File: config.mk
export PLATFORM = sky130hd
export DESIGN_NAME = serial_operand_demux_flat
export DESIGN_NICKNAME = d
export VERILOG_FILES = /design/src/rtl/serial_operand_demux_if.sv /design/src/rtl/serial_operand_demux.sv /design/src/flat_wrapper.sv
export SDC_FILE = /design/constraint.sdc
export NUM_CORES = 1
export LEC_CHECK = 0
export CORE_ASPECT_RATIO = 1.2
export CORE_UTILIZATION = 58
export CTS_CLUSTER_DIAMETER = 30
export CTS_CLUSTER_SIZE = 30
export DETAILED_ROUTE_END_ITERATION = 6
export PLACE_DENSITY = 0.84
export SYNTH_ARGS = -nofsm -noshare
export SYNTH_HDL_FRONTEND = slang
export SYNTH_SLANG_ARGS = --single-unit
File: constraint.sdc
create_clock -name clk -period 3.22 [get_ports clk]
set_input_delay 0.644 -clock clk [delete_from_list [all_inputs] [get_ports clk]]
set_output_delay 0.644 -clock clk [all_outputs]
set_load 0.02 [all_outputs]
File: src/rtl/serial_operand_demux_if.sv
// Serial operand link plus parallel operand-pair handshake.
// slave = the demux, master = serial source / adder side.
interface serial_operand_demux_if #(parameter int WIDTH = 8);
  logic             ser_in;
  logic             ser_valid;
  logic             ser_ready;
  logic             frame_start;
  logic [WIDTH-1:0] dout_0;
  logic [WIDTH-1:0] dout_1;
  logic             dout_valid;
  logic             dout_ready;
  logic             frame_err;
  logic             par_err;

  modport slave (
    input  ser_in, ser_valid, frame_start, dout_ready,
    output ser_ready, dout_0, dout_1, dout_valid, frame_err, par_err
  );

  modport master (
    output ser_in, ser_valid, frame_start, dout_ready,
    input  ser_ready, dout_0, dout_1, dout_valid, frame_err, par_err
  );
endinterface

File: src/rtl/serial_operand_demux.sv
// LSB-first serial stream -> operand pair (A then B) with valid/ready output.
// Optional per-operand even parity bit: define DEMUX_PARITY_EN.
module serial_operand_demux #(
  parameter int WIDTH = 8
) (
  input logic                 clk,
  input logic                 rst,
  serial_operand_demux_if.slave bus
);
  localparam int CW = $clog2(WIDTH);
  localparam logic [CW-1:0] LAST = CW'(WIDTH - 1);

  localparam logic [2:0] S_IDLE   = 3'd0;
  localparam logic [2:0] S_LOAD_0 = 3'd1;
  localparam logic [2:0] S_LOAD_1 = 3'd2;
  localparam logic [2:0] S_HOLD   = 3'd3;
`ifdef DEMUX_PARITY_EN
  localparam logic [2:0] S_PAR_0  = 3'd4;
  localparam logic [2:0] S_PAR_1  = 3'd5;
`endif

  logic [2:0]       r_state;
  logic [CW-1:0]    r_cnt;
  logic [WIDTH-1:0] r_sh_a, r_sh_b;
  logic [WIDTH-1:0] r_dout_0, r_dout_1;
  logic             r_dout_valid, r_frame_err;
  logic             w_ser_ready, w_acc;
  logic [WIDTH-1:0] w_b_next;
`ifdef DEMUX_PARITY_EN
  logic             r_par_bad, r_par_err;
`endif

  assign w_ser_ready = (r_state != S_HOLD);
  assign w_acc       = bus.ser_valid && w_ser_ready;

  // B including the bit landing this cycle, so HOLD can load it on the same edge
  always_comb begin
    w_b_next        = r_sh_b;
    w_b_next[r_cnt] = bus.ser_in;
  end

  always_ff @(posedge clk) begin
    if (rst) begin
      r_state      <= S_IDLE;
      r_cnt        <= '0;
      r_sh_a       <= '0;
      r_sh_b       <= '0;
      r_dout_0     <= '0;
      r_dout_1     <= '0;
      r_dout_valid <= 1'b0;
      r_frame_err  <= 1'b0;
`ifdef DEMUX_PARITY_EN
      r_par_bad    <= 1'b0;
      r_par_err    <= 1'b0;
`endif
    end else begin
      r_frame_err <= 1'b0;
      case (r_state)
        S_IDLE: begin
          if (w_acc && bus.frame_start) begin
            r_sh_a[0] <= bus.ser_in;
            r_cnt     <= CW'(1);
            r_state   <= S_LOAD_0;
`ifdef DEMUX_PARITY_EN
            r_par_bad <= 1'b0;
`endif
          end
        end
        S_HOLD: begin
          if (bus.dout_ready) begin
            r_dout_valid <= 1'b0;
            r_state      <= S_IDLE;
`ifdef DEMUX_PARITY_EN
            r_par_err    <= 1'b0;
`endif
          end
        end
        default: begin
          if (w_acc) begin
            if (bus.frame_start) begin
              // abort: this bit restarts a fresh frame as A bit 0
              r_frame_err <= 1'b1;
              r_sh_a[0]   <= bus.ser_in;
              r_cnt       <= CW'(1);
              r_state     <= S_LOAD_0;
`ifdef DEMUX_PARITY_EN
              r_par_bad   <= 1'b0;
`endif
            end else begin
              case (r_state)
                S_LOAD_0: begin
                  r_sh_a[r_cnt] <= bus.ser_in;
                  if (r_cnt == LAST) begin
                    r_cnt <= '0;
`ifdef DEMUX_PARITY_EN
                    r_state <= S_PAR_0;
`else
                    r_state <= S_LOAD_1;
`endif
                  end else begin
                    r_cnt <= r_cnt + CW'(1);
                  end
                end
                S_LOAD_1: begin
                  r_sh_b[r_cnt] <= bus.ser_in;
                  if (r_cnt == LAST) begin
                    r_cnt <= '0;
`ifdef DEMUX_PARITY_EN
                    r_state <= S_PAR_1;
`else
                    r_state      <= S_HOLD;
                    r_dout_0     <= r_sh_a;
                    r_dout_1     <= w_b_next;
                    r_dout_valid <= 1'b1;
`endif
                  end else begin
                    r_cnt <= r_cnt + CW'(1);
                  end
                end
`ifdef DEMUX_PARITY_EN
                S_PAR_0: begin
                  r_par_bad <= (^r_sh_a) ^ bus.ser_in;
                  r_state   <= S_LOAD_1;
                end
                S_PAR_1: begin
                  r_par_err    <= r_par_bad | ((^r_sh_b) ^ bus.ser_in);
                  r_state      <= S_HOLD;
                  r_dout_0     <= r_sh_a;
                  r_dout_1     <= r_sh_b;
                  r_dout_valid <= 1'b1;
                end
`endif
                default: r_state <= S_IDLE;
              endcase
            end
          end
        end
      endcase
    end
  end

  assign bus.ser_ready  = w_ser_ready;
  assign bus.dout_0     = r_dout_0;
  assign bus.dout_1     = r_dout_1;
  assign bus.dout_valid = r_dout_valid;
  assign bus.frame_err  = r_frame_err;
`ifdef DEMUX_PARITY_EN
  assign bus.par_err    = r_par_err;
`else
  assign bus.par_err    = 1'b0;
`endif

endmodule

File: src/flat_wrapper.sv
// flat-port wrapper written by rule: the top's interface ports become plain ports
module serial_operand_demux_flat 
#(
  parameter int WIDTH = 8
)
  (clk, rst, bus_ser_in, bus_ser_valid, bus_frame_start, bus_dout_ready, bus_ser_ready, bus_dout_0, bus_dout_1, bus_dout_valid, bus_frame_err, bus_par_err);
  serial_operand_demux_if #(.WIDTH(WIDTH)) bus_i ();
  input logic clk;
  input logic rst;
  input wire logic [$bits(bus_i.ser_in)-1:0] bus_ser_in;
  input wire logic [$bits(bus_i.ser_valid)-1:0] bus_ser_valid;
  input wire logic [$bits(bus_i.frame_start)-1:0] bus_frame_start;
  input wire logic [$bits(bus_i.dout_ready)-1:0] bus_dout_ready;
  output wire logic [$bits(bus_i.ser_ready)-1:0] bus_ser_ready;
  output wire logic [$bits(bus_i.dout_0)-1:0] bus_dout_0;
  output wire logic [$bits(bus_i.dout_1)-1:0] bus_dout_1;
  output wire logic [$bits(bus_i.dout_valid)-1:0] bus_dout_valid;
  output wire logic [$bits(bus_i.frame_err)-1:0] bus_frame_err;
  output wire logic [$bits(bus_i.par_err)-1:0] bus_par_err;
  assign bus_i.ser_in = bus_ser_in;
  assign bus_i.ser_valid = bus_ser_valid;
  assign bus_i.frame_start = bus_frame_start;
  assign bus_i.dout_ready = bus_dout_ready;
  assign bus_ser_ready = bus_i.ser_ready;
  assign bus_dout_0 = bus_i.dout_0;
  assign bus_dout_1 = bus_i.dout_1;
  assign bus_dout_valid = bus_i.dout_valid;
  assign bus_frame_err = bus_i.frame_err;
  assign bus_par_err = bus_i.par_err;
  serial_operand_demux #(.WIDTH(WIDTH)) u_core (.clk(clk), .rst(rst), .bus(bus_i));
endmodule
==> results by group, run 1 <==
Routing
  – Via count: about 1.5k
  – Routed len/inst: about 14 um
  – Vias per cell: around 5.6
  – Drt drc: 0
  – Detailed Routing Iterations Pass 1: 4
  – Post-route ant nets: 0
  – Total Routed Length: 3.689 mm
  – Iter 0 DRT Violations: 32

Power and ir drop
  – Worst vdd ir: 440.7 uV
  – Power Dens Cells: around 430 nW/um^2
  – Leakage power: between 0.8 and 0.9 nW

Setup path
  – Crit Path Class: flip-flop to output pin
  – Critical Path Max Stage Delay: 0.53 ns
  – Worst Setup Start Kind: flip-flop
  – CP max-delay cell: clkdlybuf4s50_1
  – Worst EP required: 2.58 ns
  – CP max FO: 6
  – CP endpoint kind: output pin
  – Crit-path cells: ha_1 -> inv_1 -> clkdlybuf4s50_1
  – Worst EP arrival: 1.68 ns

Clock tree
  – Root buffer cell: clkbuf_4
  – Clock Latency Late Sink: 0.35 ns
  – H-tree depth: 2
  – Setup repair bufs after CTS: 0
  – CTS Hold Bufs: 0
  – CTS tree: yes
  – CTS sink cnt: 39
  – Clock transition at the registers of the reported paths: about 0.12 ns
  – Post-CTS Resized: 0
  – CTS Buf Count: 5
  – CTS max path bufs: 2

Die
  – Die area: 3457 um^2
  – Initial core utilization: between 60% and 70%
  – Ports: 26
  – Core area: between 3000 and 4000 um^2
  – Row count: 22
  – Die H: 64.21 um
  – Die width: 53.84 um

Finish
  – Final #Nets: 248
  – Number of antenna diodes: 0
  – Register Area: just under 800 um^2
  – Area grow syn2layout: 15.18%
  – Share of cells above drive strength 1: ~6.8%
  – Fillers: 248
  – Area of the multi-input gates: approximately 990 um^2

Yosys
  – #FFs+latches synth: 39
  – Top_reg_cell synth: dfxtp_1
  – Area contributors post-synth: dfxtp_1, mux2i_1, ha_1, nand2_1, nor2_1
  – Cell variety after synth: 28
  – Average size of a mapped cell: between 8 and 9 um^2
  – Synth warn: 0
  – Post-Syn Area: 1871 um^2
  – EDFF count, synth: 0
  – Sequential area share after synthesis: between 40% and 50%
  – Post-synth top area cell: dfxtp_1
  – Post-Syn Nets: between 200 and 250
  – Post-Syn Instances: roughly 210
  – Ys async rst share: 0%
  – Share of the synthesized area in the top cell type: between 40% and 50%

Job
  – Maxcap violations: 0

Hold path
  – Worst hold path class: flip-flop to flip-flop

Timing
  – Worst-margin pin slew: 0.8248 ns
  – Final TNS setup: 0 ns
  – Fmax: 0.4311 GHz
  – Slew headroom: 44.84%
  – Hold Fails Final Rpt: 0
  – Final period utilization: 72.03%
  – Clock Skew: 0.007367 ns
  – Worst hold slack: 0.4602 ns
  – Final setup fails: 0
  – Unrepaired setup endpoints after global routing: false
  – Fin crit period: between 2 and 2.5 ns
  – Max Transition Viols Final: 0

Global route
  – Total GRT Usage: between 20% and 30%
  – Vias in the first global route: about 1.4k
  – Largest net degree at the start of global routing: 22
  – First-pass GRT wire length: approximately 6.2 mm
  – Total grt overflow: 0
  – Antenna violations before repair: 0

Placed design
  – Port bufs: 24
  – GPL Wtd Cong: just over 0.8
  – HPWL after detailed placement: about 2.6 mm

Outcome
  – Outcome: completed
cell type report:
class | count | share of cell area [%]
sequential | 39 | 36.24
inverter | 3 | 0.5226
timing repair buffer | 27 | 12.78
clock inverter | 3 | 0.6969
tap | 36 | 2.091
clock buffer | 5 | 1.742
multi-input combinational | 157 | 45.93
cells in the final DEF, fill, tap and decap left out, types with 5 or more instances in the layout:
| cell type | synthesis | routed |
|---|---|---|
| ha_1 | 9 | 9 |
| nor2_1 | 26 | 26 |
| nand2_1 | 29 | 29 |
| a21oi_1 | 18 | 18 |
| a211oi_1 | 8 | 8 |
| dfxtp_1 | 39 | 39 |
| mux2i_1 | 18 | 18 |
| nor2b_1 | 5 | 5 |
| clkbuf_4 | 0 | 5 |
| nand3_1 | 10 | 10 |
| clkdlybuf4s50_1 | 0 | 24 |
worst max-delay path, delay by kind of cell, from the launching register on:
family,cells,cell delay (ns)
flip-flops,1,0.44
adder cells (fa/ha/maj),1,0.30
buffers and inverters,2,0.59
where the power goes:
group          switching (mW)  internal [mW]  total (mW)
combinational           0.115         0.0719       0.187
sequential             0.0157          0.495       0.510
clock                   0.159         0.0812       0.240
flip-flops by register name, summed over array words and instances, names as in the netlist:
name / count
u_core.r_sh_a: 8
u_core.r_cnt: 3
u_core.bus.dout_0: 8
u_core.bus.frame_err: 1
u_core.bus.dout_valid: 1
u_core.r_sh_b: 8
u_core.bus.dout_1: 8
u_core.r_state: 2
cells by family after synthesis:
kind of cell	count (synthesis)	synth area share, %
mux	18	9.632
buf+inv	18	5.351
other cells	1	0.2005
simple gates	91	23.48
flops	39	41.74
compound gates	38	13.58
fa+ha+maj	9	6.020
routing by layer:
metal | track usage (%) | part of all wire, % | vias up | routed length, um
li1 | - | - | 782 | -
met5 | 0 | 0 | - | 0
met1 | 32.15 | 48 | 703 | 1772
met2 | 37.19 | 47 | 19 | 1733
met3 | 5.714 | 2.9 | 8 | 106
met4 | 10.86 | 2.1 | 0 | 76
Yosys cell counts, types with 4 or more instances:
library cell	number
nand4_1	4
nand3_1	10
nor3b_1	4
nor2b_1	5
dfxtp_1	39
a21oi_1	18
a211oi_2	4
clkbuf_1	8
o21ai_0	4
mux2i_1	18
ha_1	9
nand2_1	29
nor2_1	26
a211oi_1	8
path summary, 6_finish.rpt:
check                            start                   end  slack, ns  depth (start not counted)
setup / recovery     u_core.r_state[1]         bus_ser_ready       0.90                          3
hold / removal    u_core.bus.dout_0[2]  u_core.bus.dout_0[2]       0.46                          2
setup reg to reg     u_core.r_state[1]      u_core.r_sh_b[4]       1.15                          6
hold reg to reg   u_core.bus.dout_0[2]  u_core.bus.dout_0[2]       0.46                          2
per-stage QoR:
stage	std cells	setup WS, ns	cell area, um^2	total power [mW]	util (%)
final	270	0.9006	2155	0.9371	70.52
after global routing	270	0.8103	2155	0.9884	70.52
after CTS	270	0.8978	2155	0.9451	70.52
after detailed placement	262	0.7762	2102	0.7054	68.80
after global placement	262	0.8675	2102	0.7001	68.80
after floorplan	214	1.495	1871	0.6614	-
No activity file was read; power rests on OpenSTA's default activity.
==> run 2: changes to the inputs <==
--- a/config.mk
+++ b/config.mk
@@ -6,11 +6,11 @@
 export NUM_CORES = 1
 export LEC_CHECK = 0
 export CORE_ASPECT_RATIO = 1.2
-export CORE_UTILIZATION = 58
+export CORE_UTILIZATION = 54
 export CTS_CLUSTER_DIAMETER = 30
 export CTS_CLUSTER_SIZE = 30
 export DETAILED_ROUTE_END_ITERATION = 6
-export PLACE_DENSITY = 0.84
+export PLACE_DENSITY = 0.79
 export SYNTH_ARGS = -nofsm -noshare
 export SYNTH_HDL_FRONTEND = slang
 export SYNTH_SLANG_ARGS = --single-unit
==> constraint.sdc (replaced) <==
create_clock -name clk -period 2.3 [get_ports clk]
set_input_delay 0.46 -clock clk [delete_from_list [all_inputs] [get_ports clk]]
set_output_delay 0.46 -clock clk [all_outputs]
set_load 0.02 [all_outputs]
==> run 2 against run 1 <==
Total power grew 66%. Critical endpoint is now u_core.r_sh_b[0]. Sequential cell count is the same. Sequential power is 40% higher.
==> results by group, run 2 (synthesis results as in run 1) <==
Outcome
  – Outcome: completed (unchanged)

Die
  – Ports: 26 (unchanged)
  – Row count: 23 (was 22)
  – Die area: 3704 um^2 (was 3457 um^2)
  – Initial core utilization: 56.52% (was 61.22%)
  – Core area: 3309 um^2 (was 3055 um^2)
  – Die width: 55.73 um (was 53.84 um)
  – Die H: 66.47 um (was 64.21 um)

Placed design
  – Inst Count DP: 267 (was 262)
  – Post-Place Worst Slack: 0.1975 ns (was 0.7762 ns)
  – GPL Wtd Cong: 0.8718 (was 0.8176)
  – HPWL after detailed placement: 2.510 mm (was 2.593 mm)
  – Port bufs: 24 (unchanged)

Setup path
  – Flop2flop setup slack: 0.24 ns (was 1.15 ns)
  – CP max FO: 14 (was 6)
  – Worst Setup Start Kind: flip-flop (unchanged)
  – Worst EP required: 2.52 ns (was 2.58 ns)
  – CP endpoint kind: flip-flop (was output pin)
  – Crit Path Class: flip-flop to flip-flop (was flip-flop to output pin)
  – Worst EP arrival: 2.28 ns (was 1.68 ns)

Finish
  – Number of antenna diodes: 0 (unchanged)
  – Commonest non-fill, non-tap cell in the layout: dfxtp_1 (unchanged)
  – Share of cells above drive strength 1: 8.403% (was 6.838%)
  – Most frequent cells in the layout: dfxtp_1, nand2_1, nor2_1, clkdlybuf4s50_1 (unchanged)
  – Final #Nets: 252 (was 248)
  – Area grow syn2layout: 19.67% (was 15.18%)
  – Final core utilization: 67.64% (was 70.52%)
  – Post-Layout Cell Count: 275 (was 270)

Routing
  – Iter 0 DRT Violations: 48 (was 32)
  – Post-route ant nets: 0 (unchanged)
  – Total Routed Length: 3.697 mm (was 3.689 mm)
  – Drt drc: 0 (unchanged)
  – Via count: 1534 (was 1512)
  – Vias per cell: 5.578 (was 5.600)
  – Detailed Routing Iterations Pass 1: 4 (unchanged)
  – Routed len/inst: 13.44 um (was 13.66 um)

Clock tree
  – Root buffer cell: clkbuf_8 (was clkbuf_4)
  – Clock transition at the registers of the reported paths: 0.07 ns (was 0.12 ns)
  – Post-CTS Resized: 0 (unchanged)
  – Clock Latency Late Sink: 0.29 ns (was 0.35 ns)
  – CTS Hold Bufs: 0 (unchanged)
  – CTS max path bufs: 2 (unchanged)
  – CTS Buf Count: 5 (unchanged)
  – Setup repair bufs after CTS: 0 (unchanged)
  – H-tree depth: 2 (unchanged)
  – CTS sink cnt: 39 (unchanged)
  – CTS tree: yes (unchanged)

Power and ir drop
  – Worst vdd ir: 608.7 uV (was 440.7 uV)
  – Leakage power: 0.8512 nW (was 0.8102 nW)
  – Power Dens Cells: 696.1 nW/um^2 (was 434.9 nW/um^2)

Global route
  – Total GRT Usage: 21.82% (was 24.51%)
  – First-pass GRT wire length: 6.189 mm (was 6.196 mm)
  – Vias in the first global route: 1416 (was 1399)
  – Antenna violations before repair: 0 (unchanged)
  – Total grt overflow: 0 (unchanged)
  – Largest net degree at the start of global routing: 22 (unchanged)

Timing
  – Slew headroom: 64.82% (was 44.84%)
  – Fmax: a little under 0.5 GHz
  – Clock Skew: 0.004720 ns (was 0.007367 ns)
  – Final setup fails: 0 (unchanged)
  – Final period utilization: around nine tenths
  – Hold Fails Final Rpt: 0 (unchanged)
  – Unrepaired setup endpoints after global routing: false (unchanged)
  – Worst-margin pin slew: 0.5236 ns (was 0.8248 ns)
  – Worst setup margin: 0.2425 ns (was 0.9006 ns)
  – Max Transition Viols Final: 0 (unchanged)
  – Fin crit period: approximately 2.1 ns
  – Final TNS setup: 0 ns (unchanged)

Job
  – Maxcap violations: 0 (unchanged)

Hold path
  – Worst hold path class: flip-flop to flip-flop (unchanged)
[run 2: cell count changes in the layout (fill, tap and decap cells not counted)]
| cell | previous run | this run |
|---|---|---|
| buf_12 | 1 | 0 |
| buf_4 | 2 | 7 |
| bufinv_16 | 0 | 1 |
| clkbuf_4 | 5 | 0 |
| clkbuf_8 | 0 | 6 |
| clkinv_2 | 3 | 1 |
[run 2: worst paths after layout]
path,start,end,depth (start not counted)
max,u_core.r_state[0],u_core.r_sh_b[0],6
min,u_core.r_sh_a[1],u_core.bus.dout_0[1],2
max reg2reg,u_core.r_state[0],u_core.r_sh_b[0],6
min reg2reg,u_core.r_sh_a[1],u_core.bus.dout_0[1],2
[run 2: layer usage]
layer	routed length (um)	track usage, %
met1	1721	26.31
met2	1747	35.99
met3	146	6.019
met4	81	10.63
met5	0	0
[run 2: area by class of cell]
class | count | area [um^2]
multi-input combinational | 157 | 989.7
tap | 37 | 46.29
sequential | 39 | 780.7
inverter | 3 | 11.26
timing repair buffer | 31 | 292.8
clock buffer | 6 | 82.58
fill | 284 | 1071
clock inverter | 2 | 35.03
[run 2: power by group]
group / total, mW / switching [mW] / internal (mW)
logic: 0.261 / 0.159 / 0.102
registers: 0.716 / 0.0238 / 0.692
clock network: 0.582 / 0.231 / 0.351
total: 1.56 / 0.413 / 1.14
[run 2: through the flow]
| step | hold slack, ns | total power [mW] | cell area, um^2 |
|---|---|---|---|
| after detailed placement | 0.4456 | 0.9887 | 2121 |
| after global routing | 0.4820 | 1.638 | 2238 |
| after floorplan | 0.4316 | 0.9259 | 1871 |
| final | 0.4533 | 1.558 | 2238 |
| after global placement | 0.4420 | 0.9869 | 2121 |
| after CTS | 0.4568 | 1.573 | 2238 |
[run 2: worst max-delay path, cell delays in order, from the launching register on]
cell and delay (ns):
dfxtp_1 0.43, inv_1 0.12, ha_1 0.37, and4bb_4 0.36, and2_1 0.39, nand3_1 0.14, a21oi_1 0.17
==> edit 1: new RTL, flow settings as in run 2 <==
`WIDTH` is set to 8 in 3 places; all go to 16.
--- a/src/rtl/serial_operand_demux_if.sv
+++ b/src/rtl/serial_operand_demux_if.sv
@@ -1,6 +1,6 @@
 // Serial operand link plus parallel operand-pair handshake.
 // slave = the demux, master = serial source / adder side.
-interface serial_operand_demux_if #(parameter int WIDTH = 8);
+interface serial_operand_demux_if #(parameter int WIDTH = 16);
   logic             ser_in;
   logic             ser_valid;
   logic             ser_ready;
--- a/src/rtl/serial_operand_demux.sv
+++ b/src/rtl/serial_operand_demux.sv
@@ -1,7 +1,7 @@
 // LSB-first serial stream -> operand pair (A then B) with valid/ready output.
 // Optional per-operand even parity bit: define DEMUX_PARITY_EN.
 module serial_operand_demux #(
-  parameter int WIDTH = 8
+  parameter int WIDTH = 16
 ) (
   input logic                 clk,
   input logic                 rst,
--- a/src/flat_wrapper.sv
+++ b/src/flat_wrapper.sv
@@ -1,7 +1,7 @@
 // flat-port wrapper written by rule: the top's interface ports become plain ports
 module serial_operand_demux_flat 
 #(
-  parameter int WIDTH = 8
+  parameter int WIDTH = 16
 )
   (clk, rst, bus_ser_in, bus_ser_valid, bus_frame_start, bus_dout_ready, bus_ser_ready, bus_dout_0, bus_dout_1, bus_dout_valid, bus_frame_err, bus_par_err);
   serial_operand_demux_if #(.WIDTH(WIDTH)) bus_i ();
Interface: changed (resized bus_dout_0 and bus_dout_1); port bits go from 26 to 42. No check against the original RTL was run, so the function may have changed too.
==> edit 1 against run 2 <==
- sequential share of layout area down 0.097 points
- clock power is 94% higher
- routed wire length is 85% higher
- die area up 80%
- total power up 79%
- clock skew rose by 0.0085 ns
- final cell count increased by 81%
- sequential cell count is 32 higher
- hold slack improved by 0.0033 ns
- design area is 83% higher
- setup slack got worse by 0.16 ns
- register-to-register slack worse by 0.04 ns
- first-iteration DRC count rose to 3.3 times the old value
- synthesized area up 83%
==> edit 1: results (changes against run 2) <==
stage	metric	value	unit	change
min_path	min-delay src	u_core.bus.dout_0[15]		
pwr	Sw Ratio	26.8	%	+0.25 points
setup_path	reg-to-reg startpoint	u_core.r_state[1]		
placement	Inst Count DP	481		+80%
grt	largest net degree at the start of global routing	53		+140%
status	outcome	finished clean		
pwr	VDD IR-drop max	0.457	mV	-25%
setup_path	CP max stage cell	clkdlybuf4s50_1		
setup_path	Arr. time, crit path	1.76	ns	-0.52 ns
detailed_routing	first-iteration detailed-routing DRC count	156		+230%
layout	fin nets	426		+69%
yosys	main area contributors after synthesis	dfxtp_1 (41%), mux2i_1 (13%), nor2_1 (5.6%)		
yosys	Cells after Synth	378		+77%
layout	Finished Layout Cells	497		+81%
setup_path	r2r endpoint	u_core.bus.dout_1[6]		
placement	IO buf count	40		+67%
yosys	commonest cells in the netlist	dfxtp_1 (71), nor2_1 (51), mux2i_1 (45)		
grt	vias in the first global route	2345		+66%
min_path	Hold EP	u_core.bus.dout_0[15]		
layout	fraction of layout cells with a size suffix above 1	12.3	%	+3.9 points
pwr	Lkg Pwr	1.60	nW	+88%
grt	total track usage	22.6	%	+0.75 points
detailed_routing	vias	2683		+75%
placement	setup slack at placement	0.189	ns	-0.00852 ns
placement	detailed placer's ending HPWL	4570	um	+82%
setup_path	CP peak stage delay	0.55	ns	+0.12 ns
yosys	syn nets	394		+72%
yosys	Seq/Total Area, Yosys	41.5	%	-0.26 points
setup_path	Worst R2R Setup Slack	0.20	ns	-0.04 ns
setup_path	Crit path max-delay family	buffers and inverters		
timing	Slew headroom	59.1	%	-5.7 points
detailed_routing	drt wl/cell	13.8	um	+2.5%
placement	routability cong.	0.861		-1.3%
yosys	share of Yosys cell area claimed by the top area cell type	41.5	%	-0.26 points
cts	total CTS buffers	9		+4
cts	H-tree depth	3		+1
timing	WHS	0.457	ns	+0.00331 ns
grt	first-pass GRT wire length	11400	um	+84%
==> edit 1: tightest hold or removal path, delay by kind of cell, from the launching register on <==
family | cells | cell delay (ns)
simple gates | 1 | 0.05
compound gates | 1 | 0.05
flops | 1 | 0.31
==> edit 1: cell type report <==
cell class	count	area [um2]
clock buffer	10	138
clock inverter	6	92.6
fill	504	2000
inverter	6	22.5
multi-input combinational	269	1770
sequential	71	1420
tap	82	103
timing repair buffer	53	543
==> edit 1: per-layer routing <==
metal | track usage (%) | wire, um | up-vias
li1 | - | - | 1379
met1 | 31.2 | 3270 | 1238
met2 | 33.6 | 3180 | 55
met3 | 5.98 | 300 | 11
met4 | 8.58 | 96 | 0
met5 | 0 | 0 | -
==> edit 1: how the worst max path moves through the flow <==
| stage | from | end | slack [ns] | cells after the start |
|---|---|---|---|---|
| final | u_core.r_state[1] | bus_ser_ready | 0.08 | 3 |
| after global routing | u_core.r_state[1] | bus_ser_ready | 0.02 | 3 |
| after CTS | u_core.r_state[1] | bus_ser_ready | 0.02 | 3 |
| after detailed placement | bus_frame_start | u_core.bus.dout_1[5] | 0.19 | 6 |
| after global placement | bus_frame_start | u_core.r_sh_b[0] | 0.24 | 7 |
| after floorplan | u_core.r_state[1] | u_core.bus.dout_1[10] | 0.47 | 7 |
==> edit 1: what timing repair did <==
| item | CTS | global route |
|---|---|---|
| hold endpoints to repair | 0 | 0 |
| resized for setup | 0 | 1 |
| setup endpoints to repair | 0 | 1 |
==> edit 1: logic make-up (layout without fill, tap and decap cells) <==
family	after synthesis	in the layout	share of synthesized area, %
simple gates	156	156	22.5
buf+inv	38	75	7.05
compound gates	55	55	11.5
flops	71	71	41.5
xor+xnor	1	1	0.256
mux	46	46	13.5
other cells	1	1	0.109
fa+ha+maj	10	10	3.65
==> edit 1: power groups by stage <==
stage	clock (mW)	sequential (mW)	combinational [mW]
global placement	0	1.29	0.377
global route	1.21	1.27	0.430
detailed placement	0	1.29	0.386
floorplan	0	1.29	0.279
finish	1.13	1.26	0.390
CTS	1.15	1.26	0.388
==> edit 2: new RTL, flow settings as in run 2 <==
Made on the original files. Reset style: asynchronous (`rst`), changed in one clocked block.
--- a/src/rtl/serial_operand_demux.sv
+++ b/src/rtl/serial_operand_demux.sv
@@ -39,7 +39,7 @@
     w_b_next[r_cnt] = bus.ser_in;
   end
 
-  always_ff @(posedge clk) begin
+  always_ff @(posedge clk or posedge rst) begin
     if (rst) begin
       r_state      <= S_IDLE;
       r_cnt        <= '0;
Formal check against the unedited RTL: differs if rst is asserted again (counterexample within 4 cycles, from zero or initial values and one cycle with rst high); with rst held inactive, the same outputs for 10 cycles.
==> edit 2 against run 2 <==
- design area increased by 9.6%
- setup slack got worse by 0.11 ns
- sequential cell count unchanged
- routed wire length rose by 9.5%
- non-clock buffer count down 2
- synthesized area increased by 10%
- critical endpoint is now bus_ser_ready
Power is not compared: it rests on default switching activity, and its combinational part moved more than twofold at a synthesized area within 25%.
==> edit 2: results (changes against run 2) <==
stage	metric	value	unit	change
status	outcome	finished clean		
setup_path	Worst R2R Setup Slack	0.22	ns	-0.02 ns
yosys	Distinct cells, synth	40		+43%
setup_path	r2r endpoint	u_core.r_sh_a[4]		
setup_path	reg-to-reg startpoint	u_core.r_state[0]		
pwr	VDD IR-drop max	0.627	mV	
yosys	main combinational cell family by area after synthesis	multiplexers		
detailed_routing	first-iteration detailed-routing DRC count	56		+17%
cts	Resized cells post-CTS	0		unchanged
yosys	compound-gate portion of the synthesized area	8.20	%	-5.4 points
layout	diode count	0		unchanged
pwr	Lkg Pwr	1.13	nW	
cts	clock-pin transition on the worst setup and hold timing paths	0.07	ns	about the same
yosys	Seq/Total Area, Yosys	47.4	%	+5.6 points
cts	total CTS buffers	5		unchanged
layout	Finished Layout Cells	260		-5.5%
placement	routability cong.	0.827		-5.1%
min_path	Hold WC Path Type	reg2reg		
layout	fillers	295		+3.9%
detailed_routing	First-pass DRT Iterations	5		+1
setup_path	Reg2Reg Depth	6		unchanged
placement	Inst Count DP	252		-5.6%
cts	clock buffer depth	2		unchanged
yosys	Synth async-reset ratio	100	%	+100 points
placement	detailed placer's ending HPWL	2880	um	+15%
yosys	Synth Area in XOR/XNOR	0	%	unchanged
min_path	min-delay src	u_core.bus.dout_0[6]		
yosys	mean area per synthesized cell	11.4	um2	+30%
detailed_routing	drt drc	0		unchanged
grt	first-pass GRT wire length	6930	um	+12%
grt	initial antenna violation count	0		unchanged
min_path	WHS Path Cells	1		-1
timing	skew final	0.00291	ns	-0.00181 ns
cts	postcts setup bufs	0		unchanged
min_path	Hold EP	u_core.bus.dout_0[6]		
yosys	main area contributors after synthesis	dfrtp_1 (47%), mux2_2 (10%), ha_1 (5.5%)		
timing	Slew @ Worst Pin	0.550	ns	+0.0268 ns
yosys	post-synthesis mux area share	17.2	%	+7.6 points
layout	fraction of layout cells with a size suffix above 1	24.0	%	+16 points
grt	vias in the first global route	1511		+6.7%
detailed_routing	DRT Wirelength	4050	um	+9.5%
grt	total track usage	22.8	%	+0.99 points
layout	fin nets	222		-12%
cts	Clock Latency Late Sink	0.30	ns	
yosys	commonest cells in the netlist	dfrtp_1 (39), nor2_1 (22), mux2_2 (19)		
yosys	synth warn	0		unchanged
cts	H-tree depth	2		unchanged
grt	largest net degree at the start of global routing	40		+82%
placement	IO buf count	24		unchanged
cts	clock root cell	clkbuf_8		
setup_path	crit path max fanout	5		-9
yosys	Synth Area in Adders	5.47	%	-0.55 points
detailed_routing	post-DR vias/cell	5.48		-1.8%
yosys	syn nets	196		-14%
==> edit 2: changes by cell type after synthesis, sizes merged, moves of 6 or more <==
| cell | run 2 | this run |
|---|---|---|
| a211oi | 12 | 0 |
| nor3 | 2 | 8 |
| dfrtp | 0 | 39 |
| nand3 | 10 | 2 |
| dfxtp | 39 | 0 |
| mux2 | 0 | 23 |
| a21oi | 18 | 10 |
| nand2 | 29 | 10 |
| clkbuf | 8 | 2 |
| mux2i | 18 | 8 |
==> edit 2: worst max path at each step <==
stage / from / to / slack (ns)
after floorplan: u_core.r_state[0] / u_core.bus.dout_0[0] / 0.44
after global placement: bus_frame_start / u_core.r_sh_a[4] / 0.17
after detailed placement: bus_frame_start / u_core.r_sh_a[4] / 0.09
after CTS: u_core.r_state[0] / bus_ser_ready / 0.13
after global routing: u_core.r_state[0] / u_core.r_sh_a[5] / 0.06
final: u_core.r_state[0] / bus_ser_ready / 0.14
==> edit 2: routing by layer <==
layer  up-vias  GRT usage [%]  wire length (um)
li1        678              -                 -
met1       702           26.4              1620
met2        32           39.0              2190
met3        12           5.22               129
met4         0           10.8               105
met5         -              0                 0
==> edit 2: worst max-delay path, cell delays in order (launching register included) <==
cell             delay, ns
dfrtp_1               0.44
ha_1                  0.28
inv_1                 0.09
clkdlybuf4s50_1       0.60
==> edit 2: area by class of cell <==
type,count,share of cell area [%]
Multi-Input combinational cell,124,39.7
Clock buffer,6,3.37
Tap cell,52,2.65
Timing Repair Buffer,29,11.8
Clock inverter,2,1.43
Sequential cell,39,39.8
Inverter,8,1.22
==> edit 2: logic make-up (layout without fill, tap and decap cells) <==
group                      Yosys count  after routing
muxes                               31             31
buffers and inverters               18             45
adders and majority gates            9              9
AOI/OAI and AO/OA                   27             27
and+or+nand+nor                     56             56
DFF                                 39             39
other                                1              1
==> edit 2: through the flow <==
| step | util, % | total power [mW] | cell area, um2 | setup WS [ns] | hold WS, ns |
|---|---|---|---|---|---|
| final | 67.5 | 2.42 | 2450 | 0.137 | 0.507 |
| after global routing | 67.5 | 2.57 | 2450 | 0.0572 | 0.527 |
| after CTS | 67.5 | 2.43 | 2450 | 0.127 | 0.511 |
| after detailed placement | 64.3 | 1.82 | 2330 | 0.0870 | 0.490 |
| after global placement | 64.3 | 1.77 | 2330 | 0.171 | 0.489 |
| after floorplan | - | 1.60 | 2060 | 0.435 | 0.469 |
==> edit 2: where the power goes <==
group / switching (mW) / total (mW) / internal [mW]
logic: 0.520 / 0.892 / 0.372
registers: 0.120 / 0.926 / 0.806
clock network: 0.247 / 0.598 / 0.351
total: 0.888 / 2.42 / 1.53
